`config.mk`:
```
export PLATFORM = sky130hd
export DESIGN_NAME = mm_master
export DESIGN_NICKNAME = d
export VERILOG_FILES = /design/src/rtl/mm_master.sv
export SDC_FILE = /design/constraint.sdc
export NUM_CORES = 1
export LEC_CHECK = 0
export CAP_MARGIN = 40
export CORE_MARGIN = 2
export CORE_UTILIZATION = 45
export DETAILED_ROUTE_END_ITERATION = 16
export PLACE_DENSITY = 0.86
export SLEW_MARGIN = 20
export SYNTH_ARGS = -nofsm -noshare
export SYNTH_HDL_FRONTEND = slang
export SYNTH_SLANG_ARGS = --single-unit
```
`constraint.sdc`:
```
create_clock -name clock -period 10.7 [get_ports clock]
set_input_delay 3.21 -clock clock [delete_from_list [all_inputs] [get_ports clock]]
set_output_delay 3.21 -clock clock [all_outputs]
set_load 0.03 [all_outputs]
```
`src/rtl/mm_master.sv`:
```
// mm_master: single-outstanding command-to-Avalon-MM master bridge.
//
// A command (read or write) is accepted from the cmd_* handshake only in IDLE,
// issued on the Avalon-MM master port, and completed with a one-cycle rsp_valid
// pulse. A transfer stuck in REQ or WAITDATA for TIMEOUT cycles is aborted and
// reported with rsp_error (reads then return ERR_DATA).
//
// Ports:
//   clock, reset            sole clock; asynchronous active-high reset
//   cmd_valid / cmd_ready   command handshake (ready only in IDLE)
//   cmd_write               1 = write, 0 = read
//   cmd_address             byte address (bits [1:0] forced to 0 on issue)
//   cmd_writedata           write data
//   cmd_byteenable          write byte lanes (reads always use 4'b1111)
//   rsp_valid               one-cycle completion pulse
//   rsp_readdata            read result, held until the next rsp_valid
//   rsp_error               completion was a timeout abort (valid with rsp_valid)
//   avm_*                   Avalon-MM master port (all outputs registered)
module mm_master #(
    parameter int unsigned TIMEOUT  = 255,
    parameter logic [31:0] ERR_DATA = 32'hDEADBEEF
) (
    input  logic        clock,
    input  logic        reset,
    input  logic        cmd_valid,
    output logic        cmd_ready,
    input  logic        cmd_write,
    input  logic [31:0] cmd_address,
    input  logic [31:0] cmd_writedata,
    input  logic [3:0]  cmd_byteenable,
    output logic        rsp_valid,
    output logic [31:0] rsp_readdata,
    output logic        rsp_error,
    output logic [31:0] avm_address,
    output logic [3:0]  avm_byteenable,
    output logic [31:0] avm_writedata,
    output logic        avm_write,
    output logic        avm_read,
    input  logic        avm_waitrequest,
    input  logic [31:0] avm_readdata,
    input  logic        avm_readdatavalid
);

    localparam int CW = (TIMEOUT < 2) ? 1 : $clog2(TIMEOUT + 1);

    typedef enum logic [1:0] {IDLE, REQ, WAITDATA, RESP} state_t;

    state_t        state, state_n;
    logic [CW-1:0] cnt, cnt_n;
    logic          is_write, is_write_n;
    logic [31:0]   avm_address_n, avm_writedata_n, rsp_readdata_n;
    logic [3:0]    avm_byteenable_n;
    logic          avm_write_n, avm_read_n, rsp_valid_n, rsp_error_n;
    logic          done, abort;
    logic          timeout_hit;

    // Gated with reset so no handshake appears to complete while held in reset.
    assign cmd_ready   = (state == IDLE) && !reset;
    assign timeout_hit = (TIMEOUT != 0) && (cnt == CW'(TIMEOUT));

    // NOTE: every register, including the datapath copies, has a reset value so
    // the Avalon port shows a clean all-zero state the moment reset rises.
    always_ff @(posedge clock or posedge reset) begin
        if (reset) begin
            state          <= IDLE;
            cnt            <= '0;
            is_write       <= 1'b0;
            avm_address    <= '0;
            avm_byteenable <= '0;
            avm_writedata  <= '0;
            avm_write      <= 1'b0;
            avm_read       <= 1'b0;
            rsp_valid      <= 1'b0;
            rsp_error      <= 1'b0;
            rsp_readdata   <= '0;
        end else begin
            // NOTE: non-blocking so all registers update from pre-edge values.
            state          <= state_n;
            cnt            <= cnt_n;
            is_write       <= is_write_n;
            avm_address    <= avm_address_n;
            avm_byteenable <= avm_byteenable_n;
            avm_writedata  <= avm_writedata_n;
            avm_write      <= avm_write_n;
            avm_read       <= avm_read_n;
            rsp_valid      <= rsp_valid_n;
            rsp_error      <= rsp_error_n;
            rsp_readdata   <= rsp_readdata_n;
        end
    end

    always_comb begin
        // NOTE: defaults first; any path that skips an assignment would
        // otherwise infer a latch.
        state_n          = state;
        cnt_n            = cnt;
        is_write_n       = is_write;
        avm_address_n    = avm_address;
        avm_byteenable_n = avm_byteenable;
        avm_writedata_n  = avm_writedata;
        avm_write_n      = avm_write;
        avm_read_n       = avm_read;
        rsp_valid_n      = 1'b0;
        rsp_error_n      = 1'b0;
        rsp_readdata_n   = rsp_readdata;
        done             = 1'b0;
        abort            = 1'b0;

        case (state)
            IDLE: begin
                if (cmd_valid && cmd_ready) begin
                    avm_address_n    = cmd_address & ~32'h3;
                    avm_writedata_n  = cmd_writedata;
                    avm_byteenable_n = cmd_write ? cmd_byteenable : 4'b1111;
                    avm_write_n      = cmd_write;
                    avm_read_n       = !cmd_write;
                    is_write_n       = cmd_write;
                    cnt_n            = '0;
                    state_n          = REQ;
                end
            end
            REQ: begin
                if (!avm_waitrequest) begin
                    avm_write_n = 1'b0;
                    avm_read_n  = 1'b0;
                    // A transfer the slave completes this cycle wins over a
                    // timeout reaching its limit in the same cycle.
                    if (is_write) begin
                        done = 1'b1;
                    end else if (avm_readdatavalid) begin
                        done           = 1'b1;
                        rsp_readdata_n = avm_readdata;
                    end else if (timeout_hit) begin
                        abort = 1'b1;
                    end else begin
                        cnt_n   = cnt + CW'(1);
                        state_n = WAITDATA;
                    end
                end else if (timeout_hit) begin
                    abort = 1'b1;
                end else begin
                    cnt_n = cnt + CW'(1);
                end
            end
            WAITDATA: begin
                if (avm_readdatavalid) begin
                    done           = 1'b1;
                    rsp_readdata_n = avm_readdata;
                end else if (timeout_hit) begin
                    abort = 1'b1;
                end else begin
                    cnt_n = cnt + CW'(1);
                end
            end
            RESP: begin
                state_n = IDLE;
            end
            default: begin
                state_n = IDLE;
            end
        endcase

        if (done || abort) begin
            avm_write_n = 1'b0;
            avm_read_n  = 1'b0;
            rsp_valid_n = 1'b1;
            rsp_error_n = abort;
            if (abort && !is_write) begin
                rsp_readdata_n = ERR_DATA;
            end
            state_n = RESP;
        end
    end

endmodule

```
After elaboration in Yosys (flattened, before gate mapping) --
Cells that the tools add are included.
Cells by class: add/sub/neg operators 1, multipliers 0, div/mod/pow operators 0, order comparisons 0, equality and inequality tests 11, shift-type cells 0, multiplexer cells 38, bitwise logic cells 0, reduce and logical (&&, ||, !) cells 15
Operators with widths (count):
- $mux W32 | 5
- $pmux W32 S2 | 1
- $mux W8 | 5
- $pmux W8 S3 | 1
- $ne A3 B3 Y1 const B | 5
- $mux W1 | 14
- $mux W2 | 6
- $add A8 B1 Y8 const B | 1
- $eq A8 B8 Y1 const B | 1
- $pmux W1 S2 | 4
- $pmux W2 S3 | 1
- $reduce_and A3 Y1 | 2
- $reduce_and A6 Y1 | 1
- $reduce_bool A3 Y1 | 2
- $eq A2 B2 Y1 const B | 2
- $mux W4 | 1
- $reduce_bool A4 Y1 | 1
- $logic_and A1 B1 Y1 | 3
- $logic_not A1 Y1 | 3
- $ne A3 B1 Y1 const B | 1
- $eq A2 B1 Y1 const B | 1
- $logic_not A2 Y1 | 1
- $ne A2 B1 Y1 const B | 1
- $reduce_and A2 Y1 | 1
- $logic_or A1 B1 Y1 | 1
Storage, ports and cells: flip-flop bits (word level) 113, latch bits 0, memory bits (writable) 0, ROM bits 0, input port bits 106, output and inout port bits 105, word-level logic and storage cells 76, memories 0

Depth between registers and ports, before layout --
Gate-level depths: netlist (run 1).
depth in word-level cells 9, depth in mapped cells 9, mapped depth without buffers 7

Worst setup path after synthesis (run 1) --
Ideal clock, no wire load.
path kind in2out, from in reset, to out cmd_ready, arrival time 3.673 ns, data required time 7.490 ns, slack 3.817 ns, stages 1, path buffers 0, cells stage by stage nor2b_1
Between the ends: longest elaborated chain between the ends 2
Ends and longest elaborated chain:
- from (decl) | line 24 | input logic reset,
- $logic_not A1 Y1 (no source line)
- $logic_and A1 B1 Y1 | line 58 | assign cmd_ready = (state == IDLE) && !reset;
- to (decl) | line 26 | output logic cmd_ready,
No other way between the ends.

Final worst setup path (run 1) --
Same ends and word-level chain as after synthesis.

==> results of run 1 <==
==> stage by stage <==
stage          hold slack (ns)  worst slack (ns)
4_1_cts                 0.4852             2.864
5_1_grt                 0.4983             2.802
3_5_place_dp            0.4739             2.869
6_report                0.4781             2.861
3_3_place_gp            0.4665             2.888
2_1_floorplan           0.4733             3.817
==> per-layer routing <==
| layer | GRT usage [%] | share of wire [%] | vias up |
|---|---|---|---|
| li1 | - | - | 1735 |
| met1 | 27.09 | 38 | 1869 |
| met2 | 38.74 | 50 | 193 |
| met3 | 9.565 | 9.6 | 25 |
| met4 | 9.962 | 2.2 | 0 |
| met5 | 0 | 0 | - |
==> registers in the layout, summed over array words and instances (netlist names) <==
| register | cells |
|---|---|
| avm_address | 30 |
| avm_byteenable | 4 |
| avm_read | 1 |
| avm_write | 1 |
| avm_writedata | 32 |
| cnt | 8 |
| is_write | 1 |
| rsp_error | 1 |
| rsp_readdata | 32 |
| rsp_valid | 1 |
| state | 2 |
==> critical path, delay by kind of cell <==
| kind | cells | cell delay, ns |
|---|---|---|
| AND/OR/NAND/NOR | 1 | 0.22 |
| buffers and inverters | 2 | 1.19 |
==> kinds of logic (layout without fill, tap and decap cells) <==
group                      Yosys count  after routing  share of synthesized area, %
DFF                                113            113                         59.96
AOI/OAI and AO/OA                   81             81                         13.08
muxes                               65             65                         15.47
and+or+nand+nor                     62             62                         6.607
buffers and inverters               33            252                         3.476
adders and majority gates            5              5                         1.327
other                                1              2                       0.07952
==> power breakdown <==
part | leakage [uW] | switching (uW) | internal (uW)
Clock | 0.000261 | 185 | 321
Combinational | 0.00153 | 668 | 525
Sequential | 0.00143 | 99.0 | 605
Total | 0.00322 | 951 | 1450
==> final cells by class <==
cell class / count / area, sq um / area share (%)
clock buffer: 24 / 470.5 / 6.314
inverter: 10 / 40.04 / 0.5374
clock inverter: 6 / 57.56 / 0.7725
multi-input combinational: 215 / 1730 / 23.22
tap: 136 / 170.2 / 2.284
timing repair buffer: 212 / 2155 / 28.92
sequential: 113 / 2828 / 37.95
==> worst paths after layout <==
check / from / endpoint / slack (ns) / cells after the start
worst max register to register: state[1]$_DFFE_PP0P_ / rsp_readdata[8]$_DFF_PP0_ / 8.08 / 7
worst min register to register: avm_byteenable[2]$_DFFE_PP0P_ / avm_byteenable[2]$_DFFE_PP0P_ / 0.48 / 2
max in group asynchronous: reset / rsp_readdata[26]$_DFF_PP0_ / 6.48 / 4
worst min-delay path: avm_byteenable[2]$_DFFE_PP0P_ / avm_byteenable[2]$_DFFE_PP0P_ / 0.48 / 2
min in group asynchronous: reset / rsp_error$_DFF_PP0_ / 3.17 / 2
worst max-delay path: reset / cmd_ready / 2.86 / 3
==> cell usage in the layout (no fill, tap or decap), types with 2 or more instances in the layout <==
| cell | netlist | final |
|---|---|---|
| clkdlybuf4s50_1 | 0 | 206 |
| ha_1 | 5 | 5 |
| clkbuf_8 | 0 | 4 |
| nor2_1 | 19 | 19 |
| o31ai_1 | 2 | 2 |
| nor2b_1 | 10 | 10 |
| a21oi_1 | 11 | 11 |
| buf_4 | 2 | 2 |
| a21o_1 | 2 | 2 |
| clkbuf_16 | 0 | 16 |
| clkinv_2 | 0 | 4 |
| conb_1 | 1 | 2 |
| mux2i_1 | 2 | 2 |
| nand2b_1 | 4 | 4 |
| a221o_1 | 23 | 23 |
| nand3_1 | 3 | 3 |
| o21ai_0 | 14 | 14 |
| mux2_2 | 63 | 63 |
| a22oi_1 | 8 | 8 |
| clkbuf_1 | 13 | 4 |
| nor3_1 | 4 | 4 |
| a221o_2 | 2 | 2 |
| nand2_1 | 15 | 14 |
| dfrtp_1 | 113 | 113 |
| a31oi_1 | 6 | 6 |
| inv_1 | 10 | 9 |
| buf_8 | 0 | 2 |
==> results.ini, run 1 <==
[outcome]
status = completed

[die]
die_w_microns = 106.4
io_pins = 211
rows = 37
core-area_sq_um = 10230
die_area_sq_um = 11310
die_h_microns = 106.4
start_util_pct = 46.09

[routing]
vias = 3822
routedWlPerCell_microns = 18.09
drt-initial-drc-count = 271
dr.pass1.iters = 5
postRouteWirelength_microns = 12960
ant_nets = 0
drcViolationCount = 0
vias_per_cell = 5.338

[synth]
syn_avg_cell_area_sq_um = 13.10
ys_ff_latch = 113
synth-seq-area-share_pct = 59.96
yosysWarnings = 0
synth_edf_count = 0
yosysMostFrequentCell = dfrtp_1
synth_cell_types = 45
synth-async-reset-ratio_pct = 100.0
netlist_instances = 360
syn-cell-area_sq_um = 4716
synthTopCellsByCount = 113 x dfrtp_1, 63 x mux2_2, 23 x a221o_1, 19 x nor2_1, 15 x nand2_1
synth_ff_type = dfrtp_1
post-synth-top-area-fraction_pct = 59.96
synthTopCellsByArea = dfrtp_1 60%, mux2_2 15%, a221o_1 4.9%
synth.largest_area_cell = dfrtp_1

[clock_network]
tritoncts = yes
cts_resized = 0
clk_pin_slew_ns = 0.05
cts_hold_buf = 0
clock_latency_ns = 0.53
cts_setup_buffers = 0
cts_max_path_buffers = 2
cts_max_level = 4
cts_inserted_buffers = 17
ctsRootBufferMaster = clkbuf_8
numClockSinks = 113

[setup_path]
worst_path_largest_cell_delay_ns = 0.72
arrival_ns = 4.63
required_ns = 7.49
worstPathCellList = clkdlybuf4s50_1 -> nor2b_1 -> clkdlybuf4s50_1
slowest_stage = clkdlybuf4s50_1
crit_path_end_kind = primary output
critical_path.most_common_cell = clkdlybuf4s50_1
worstPathMaxFanout = 3
worstSetupPathType = in -> out
crit_path_start_kind = input port

[place]
dp_cells = 684
io_buffers = 206
gp_congestion = 0.8871
placed_area_sq_um = 6875
dp_hpwl_microns = 8881

[worst_hold_path]
hp-class = reg -> reg

[finish]
n_fill_cell = 671
area_delta_synth_final_pct = 58.00
drive_gt1_share_pct = 18.28
n_antenna_cell = 0
postLayoutCoreUtil_pct = 72.83
fin_cells = 716
nNetsFinal = 680
stdcell_area_sq_um = 7451

[power_and_ir_drop]
power_density_nw_per_um2 = 322.4
power_uw = 2402
peakVddDrop_mv = 0.2364
p_leak_uw = 0.003222

[sta]
clock.fmax_mhz = 127.6
fin_skew_ns = 0.01133
relSlewSlack_pct = 53.69
worst_pin_slew_ns = 0.6908
rsz0062_at_grt = false
slew_viol_final = 0
tns_ns = 0
fin_crit_sh_pct = 73.26
hold_viol = 0
setup_viol = 0
period_needed_ns = 7.839

[flow_run]
drv_cap = 0

[grt]
grt_usage_pct = 23.51
grt_start_max_net_pins = 72
grt_pass1_wl_microns = 20400
grt_pass1_vias = 3940
antenna_found_initial = 0
grt.overflow.total = 0

Note: power is estimated with default switching activity, not from simulation.
==> run 2, diff against run 1 <==
--- a/config.mk
+++ b/config.mk
@@ -7,9 +7,9 @@
 export LEC_CHECK = 0
 export CAP_MARGIN = 40
 export CORE_MARGIN = 2
-export CORE_UTILIZATION = 45
+export CORE_UTILIZATION = 42
 export DETAILED_ROUTE_END_ITERATION = 16
-export PLACE_DENSITY = 0.86
+export PLACE_DENSITY = 0.81
 export SLEW_MARGIN = 20
 export SYNTH_ARGS = -nofsm -noshare
 export SYNTH_HDL_FRONTEND = slang
==> constraint.sdc (replaced) <==
create_clock -name clock -period 7.55 [get_ports clock]
set_input_delay 2.265 -clock clock [delete_from_list [all_inputs] [get_ports clock]]
set_output_delay 2.265 -clock clock [all_outputs]
set_load 0.03 [all_outputs]
==> results.ini, run 2 (synthesis results as in run 1) <==
[power_and_ir_drop]
power_density_nw_per_um2 = 459.9  ; +43%
peakVddDrop_mv = 0.2729  ; +15%
p_switching_uw = 1334  ; +40%
p_clk_share_pct = 22.2  ; +1.1 points
power_uw = 3446  ; +43%
power_frac_comb_pct = 49.1  ; -0.5 points
p_sw_share_pct = 38.72  ; -0.89 points
p_leak_uw = 0.003232  ; +0.31%
seq_power_share_pct = 28.7  ; -0.6 points
p_int_uw = 2112  ; +46%

[setup_path]
crit_path_end_kind = primary output
slowest_stage = clkdlybuf4s50_1
worstPathCellList = clkdlybuf4s50_1 -> nor2b_1 -> clkdlybuf4s50_1
reg2reg_slack_ns = 4.89  ; -3.19 ns
required_ns = 5.29  ; -2.20 ns
critical_path.most_common_cell = clkdlybuf4s50_1
worstSetupPathType = in -> out
cp_top_family = buffers and inverters
worstPathMaxFanout = 3  ; unchanged
r2r-start = state[1]$_DFFE_PP0P_
arrival_ns = 3.62  ; -1.01 ns
rr_worst_depth = 7  ; unchanged
worstReg2RegEnd = rsp_readdata[20]$_DFF_PP0_
worst_path_largest_cell_delay_ns = 0.70  ; -0.02 ns
crit_path_start_kind = input port
crit_buf_inv = 2  ; unchanged

[routing]
routedWlPerCell_microns = 17.23  ; -4.8%
postRouteWirelength_microns = 12410  ; -4.2%
vias_per_cell = 5.219  ; -2.2%
dr.pass1.iters = 4  ; -1
drt-initial-drc-count = 159  ; -41%
drcViolationCount = 0  ; unchanged
ant_nets = 0  ; unchanged
vias = 3758  ; -1.7%

[sta]
setup_viol = 0  ; unchanged
period_needed_ns = 5.888
hold_viol = 0  ; unchanged
holdWs_ns = 0.4879  ; +0.009772 ns
fin_crit_sh_pct = 77.99
relSlewSlack_pct = 54.24  ; +0.54 points
slew_viol_final = 0  ; unchanged
worst_pin_slew_ns = 0.6865  ; -0.004362 ns
clock.fmax_mhz = 169.8
finalWorstSetupSlack_ns = 1.662  ; -1.199 ns
fin_skew_ns = 0.009419  ; -0.001907 ns
rsz0062_at_grt = false
tns_ns = 0  ; unchanged

[grt]
grt_start_max_net_pins = 70  ; -2.8%
grt_usage_pct = 20.37  ; -3.1 points
grt.overflow.total = 0  ; unchanged
antenna_found_initial = 0  ; unchanged
grt_pass1_vias = 3747  ; -4.9%
grt_pass1_wl_microns = 18560  ; -9.0%

[finish]
drive_gt1_share_pct = 18.79  ; +0.52 points
top_regs = avm_writedata (32), rsp_readdata (32), avm_address (30)
layout_common_cells = 206 x clkdlybuf4s50_1, 113 x dfrtp_1, 63 x mux2_2
n_fill_cell = 802  ; +20%
area_delta_synth_final_pct = 58.88
mostFrequentLayoutCell = clkdlybuf4s50_1
nNetsFinal = 679  ; -0.15%
n_antenna_cell = 0  ; unchanged
postLayoutCoreUtil_pct = 68.81  ; -4.0 points

[place]
gp_congestion = 0.8461  ; -4.6%
dp_slack_ns = 1.653  ; -1.216 ns
io_buffers = 206  ; unchanged
dp_hpwl_microns = 8765  ; -1.3%

[die]
rows = 38  ; +2.7%
die_h_microns = 110.0  ; +3.4%
io_pins = 211  ; unchanged
die_w_microns = 110.0  ; +3.4%
die_area_sq_um = 12090  ; +6.9%
core-area_sq_um = 10890  ; +6.4%
start_util_pct = 43.31  ; -2.8 points

[flow_run]
drv_cap = 0  ; unchanged

[worst_hold_path]
min_path_cells = 2  ; unchanged
hp-class = reg -> reg
worstHoldStart = avm_byteenable[0]$_DFFE_PP0P_
worstHoldEndpoint = avm_byteenable[0]$_DFFE_PP0P_

[clock_network]
tritoncts = yes
numClockSinks = 113  ; unchanged
clk_pin_slew_ns = 0.06  ; about the same
cts_setup_buffers = 0  ; unchanged
cts_hold_buf = 0  ; unchanged
cts_max_level = 4  ; unchanged
ctsRootBufferMaster = clkbuf_8
clock_latency_ns = 0.50  ; -0.03 ns
cts_inserted_buffers = 17  ; unchanged
cts_max_path_buffers = 2  ; unchanged
cts_resized = 0  ; unchanged

[outcome]
status = completed

[run 2: changes by cell type in the layout (fill, tap and decap cells not counted)]
| cell | previous run | this run |
|---|---|---|
| clkbuf_1 | 4 | 1 |
| buf_8 | 2 | 1 |
| clkinvlp_4 | 1 | 3 |
| clkinv_2 | 4 | 3 |
| clkinv_4 | 0 | 1 |
| bufinv_16 | 1 | 2 |
| clkbuf_8 | 4 | 5 |
[run 2: metrics by stage]
step	std cells	instance area, sq um
after floorplan	361	4720
after global placement	686	6850
after detailed placement	688	6893
after CTS	719	7472
after global routing	720	7492
final	720	7492
[run 2: power groups by stage]
stage               clock (uW)  sequential [uW]  combinational, uW
floorplan                    0             1460                515
global placement             0              980               1620
detailed placement           0              994               1690
CTS                        781              991               1700
global route               810             1020               1790
finish                     765              989               1690
[run 2: how the worst max path moves through the flow]
stage | cells past startpoint | startpoint | to | slack [ns]
3_3_place_gp | 3 | reset | cmd_ready | 1.65
5_1_grt | 3 | reset | cmd_ready | 1.61
3_5_place_dp | 3 | reset | cmd_ready | 1.65
4_1_cts | 3 | reset | cmd_ready | 1.65
6_report | 3 | reset | cmd_ready | 1.66
2_1_floorplan | 1 | reset | avm_address[10]$_DFFE_PP0P_ | 2.30
[run 2: layout make-up]
type,instances,area (sq um),area share (%)
sequential,113,2828,37.74
timing repair buffer,211,2140,28.56
multi-input combinational,215,1730,23.10
clock buffer,22,473.0,6.313
tap,140,175.2,2.338
clock inverter,9,106.4,1.420
inverter,10,40.04,0.5344
[run 2: routing by layer]
layer	GRT usage [%]	part of all wire (%)	vias to the layer above
met5	0	0	-
met4	9.403	2.1	0
met3	7.291	9.5	21
met2	34.53	50	166
met1	22.85	38	1847
li1	-	-	1724
[run 2: worst reg2reg max path: stages (launching register included)]
cell	delay, ns
dfrtp_1	0.41
inv_1	0.09
ha_1	0.41
nor2b_1	0.35
o21a_1	0.32
o211a_2	0.68
a22oi_1	0.23
nor2_1	0.12
==> RTL edit, RTL diff (flow settings as in run 2) <==
`avm_address` no longer has a reset.
--- a/src/rtl/mm_master.sv
+++ b/src/rtl/mm_master.sv
@@ -65,7 +65,6 @@
             state          <= IDLE;
             cnt            <= '0;
             is_write       <= 1'b0;
-            avm_address    <= '0;
             avm_byteenable <= '0;
             avm_writedata  <= '0;
             avm_write      <= 1'b0;
@@ -78,7 +77,6 @@
             state          <= state_n;
             cnt            <= cnt_n;
             is_write       <= is_write_n;
-            avm_address    <= avm_address_n;
             avm_byteenable <= avm_byteenable_n;
             avm_writedata  <= avm_writedata_n;
             avm_write      <= avm_write_n;
@@ -87,6 +85,10 @@
             rsp_error      <= rsp_error_n;
             rsp_readdata   <= rsp_readdata_n;
         end
+    end
+
+    always_ff @(posedge clock) begin
+        avm_address <= avm_address_n;
     end
 
     always_comb begin
Formal check against the unedited RTL: differs if reset is asserted again (counterexample within 4 cycles, from zero or initial values and one cycle with reset high); with reset held inactive, the same outputs for 4 cycles.
==> RTL edit against run 2 <==
- design area decreased by 2.1%
- worst setup slack worse by 0.035 ns
- area after synthesis fell by 3.1%
- critical endpoint unchanged
- global-route usage up 0.29 points
- critical path depth did not move
- sequential cell count did not move
- routed wire length down 3.9%
- power shrank 9.2%
==> RTL edit: results <==
{
  "status": "complete, no violations",
  "drive_gt1_frac": 0.177,
  "hp-start": "avm_writedata[4]",
  "first_iter_violations": 207,
  "synthTopCellsByCount": "83 x dfrtp_1, 33 x mux2_2, 30 x edfxtp_1",
  "via_count": 3592,
  "clock.fmax_mhz": 169,
  "layout.nets": 646,
  "first_global_vias": 3711,
  "grt_pass1_wl_um": 18500,
  "synth_edf_count": 30,
  "routabilityCongestion": 0.890,
  "max_slew_margin": 0.468,
  "vdd_drop_max_v": 0.000255,
  "first_pass_iters": 6,
  "grtUsageTotal": 0.207,
  "ff2ff_setup_slack_ns": 4.87,
  "n_fill_cell": 791,
  "synth_area_leaders": "dfrtp_1 45%, edfxtp_1 20%, mux2_2 8.1%",
  "synthArstFlopShare": 0.735,
  "leakagePower_nw": 2.99,
  "hpwl_um": 8690,
  "synth_seq_area_share": 0.652,
  "ys_types": 50,
  "top_regs": "avm_writedata: 32 flops, rsp_readdata: 32 flops, avm_address: 30 flops",
  "cp_slowest_stage_delay_ns": 0.73,
  "skew_ns": 0.00827,
  "crit_arrival_ns": 3.66,
  "grt_max_degree": 61
}
-- RTL edit: cell count changes after synthesis, moves of 8 or more --
cell      delta
a22oi_1      -8
a221o_2     +20
dfrtp_1     -30
a32oi_1      +8
a221o_1     -21
mux2_2      -30
edfxtp_1    +30
-- RTL edit: critical path, delay by kind of cell --
family | cells | cell delay (ns)
AND/OR/NAND/NOR | 1 | 0.20
buffers and inverters | 2 | 1.19
-- RTL edit: power breakdown --
part / internal, mW / switching, mW
sequential: 0.849 / 0.127
clock: 0.442 / 0.273
combinational: 0.625 / 0.812
total: 1.92 / 1.21
-- RTL edit: layout make-up --
cell class / count / area, µm² / area share
repair buffers: 212 / 2140 / 0.292
clock inverters: 13 / 113 / 0.0154
well taps: 140 / 175 / 0.0239
multi-input cells: 180 / 1450 / 0.198
flip-flops and latches: 113 / 2980 / 0.406
clock buffers: 19 / 432 / 0.0589
inverters: 11 / 42.5 / 0.00580
-- RTL edit: per-stage QoR --
step / instance area, µm² / setup WS, ns / hold WS [ns] / util / std cells
after floorplan: 4570 / 2.56 / 0.493 / - / 322
after global placement: 6710 / 1.64 / 0.468 / 0.625 / 651
after detailed placement: 6780 / 1.64 / 0.492 / 0.631 / 655
after CTS: 7330 / 1.62 / 0.505 / 0.682 / 687
after global routing: 7330 / 1.56 / 0.521 / 0.682 / 688
final: 7330 / 1.63 / 0.502 / 0.682 / 688
-- RTL edit: logic make-up (layout without fill, tap and decap cells) --
logic type | count (synthesis) | in the layout | share of synthesized area
AO/OA/AOI/OAI | 73 | 73 | 0.139
adder cells (fa/ha/maj) | 5 | 5 | 0.0137
buffers and inverters | 29 | 255 | 0.0323
flip-flops | 113 | 113 | 0.652
multiplexers | 35 | 35 | 0.0857
other | 1 | 2 | 0.000821
AND/OR/NAND/NOR | 65 | 65 | 0.0770
-- RTL edit: worst paths after layout --
check	end	cells past startpoint
worst min-delay path	avm_writedata[4]	1
min in group asynchronous	cnt[6]	2
worst max-delay path	cmd_ready	3
worst max register to register	rsp_readdata[1]	7
max in group asynchronous	rsp_readdata[1]	3
worst min register to register	avm_writedata[4]	1
-- RTL edit: routing by layer --
metal,up-vias,wire length [µm],track usage,share of wire
met5,-,0,0,0
li1,1656,-,-,-
met1,1735,4630,0.243,0.39
met3,19,1060,0.0663,0.089
met4,0,232,0.0833,0.019
met2,182,6000,0.351,0.50
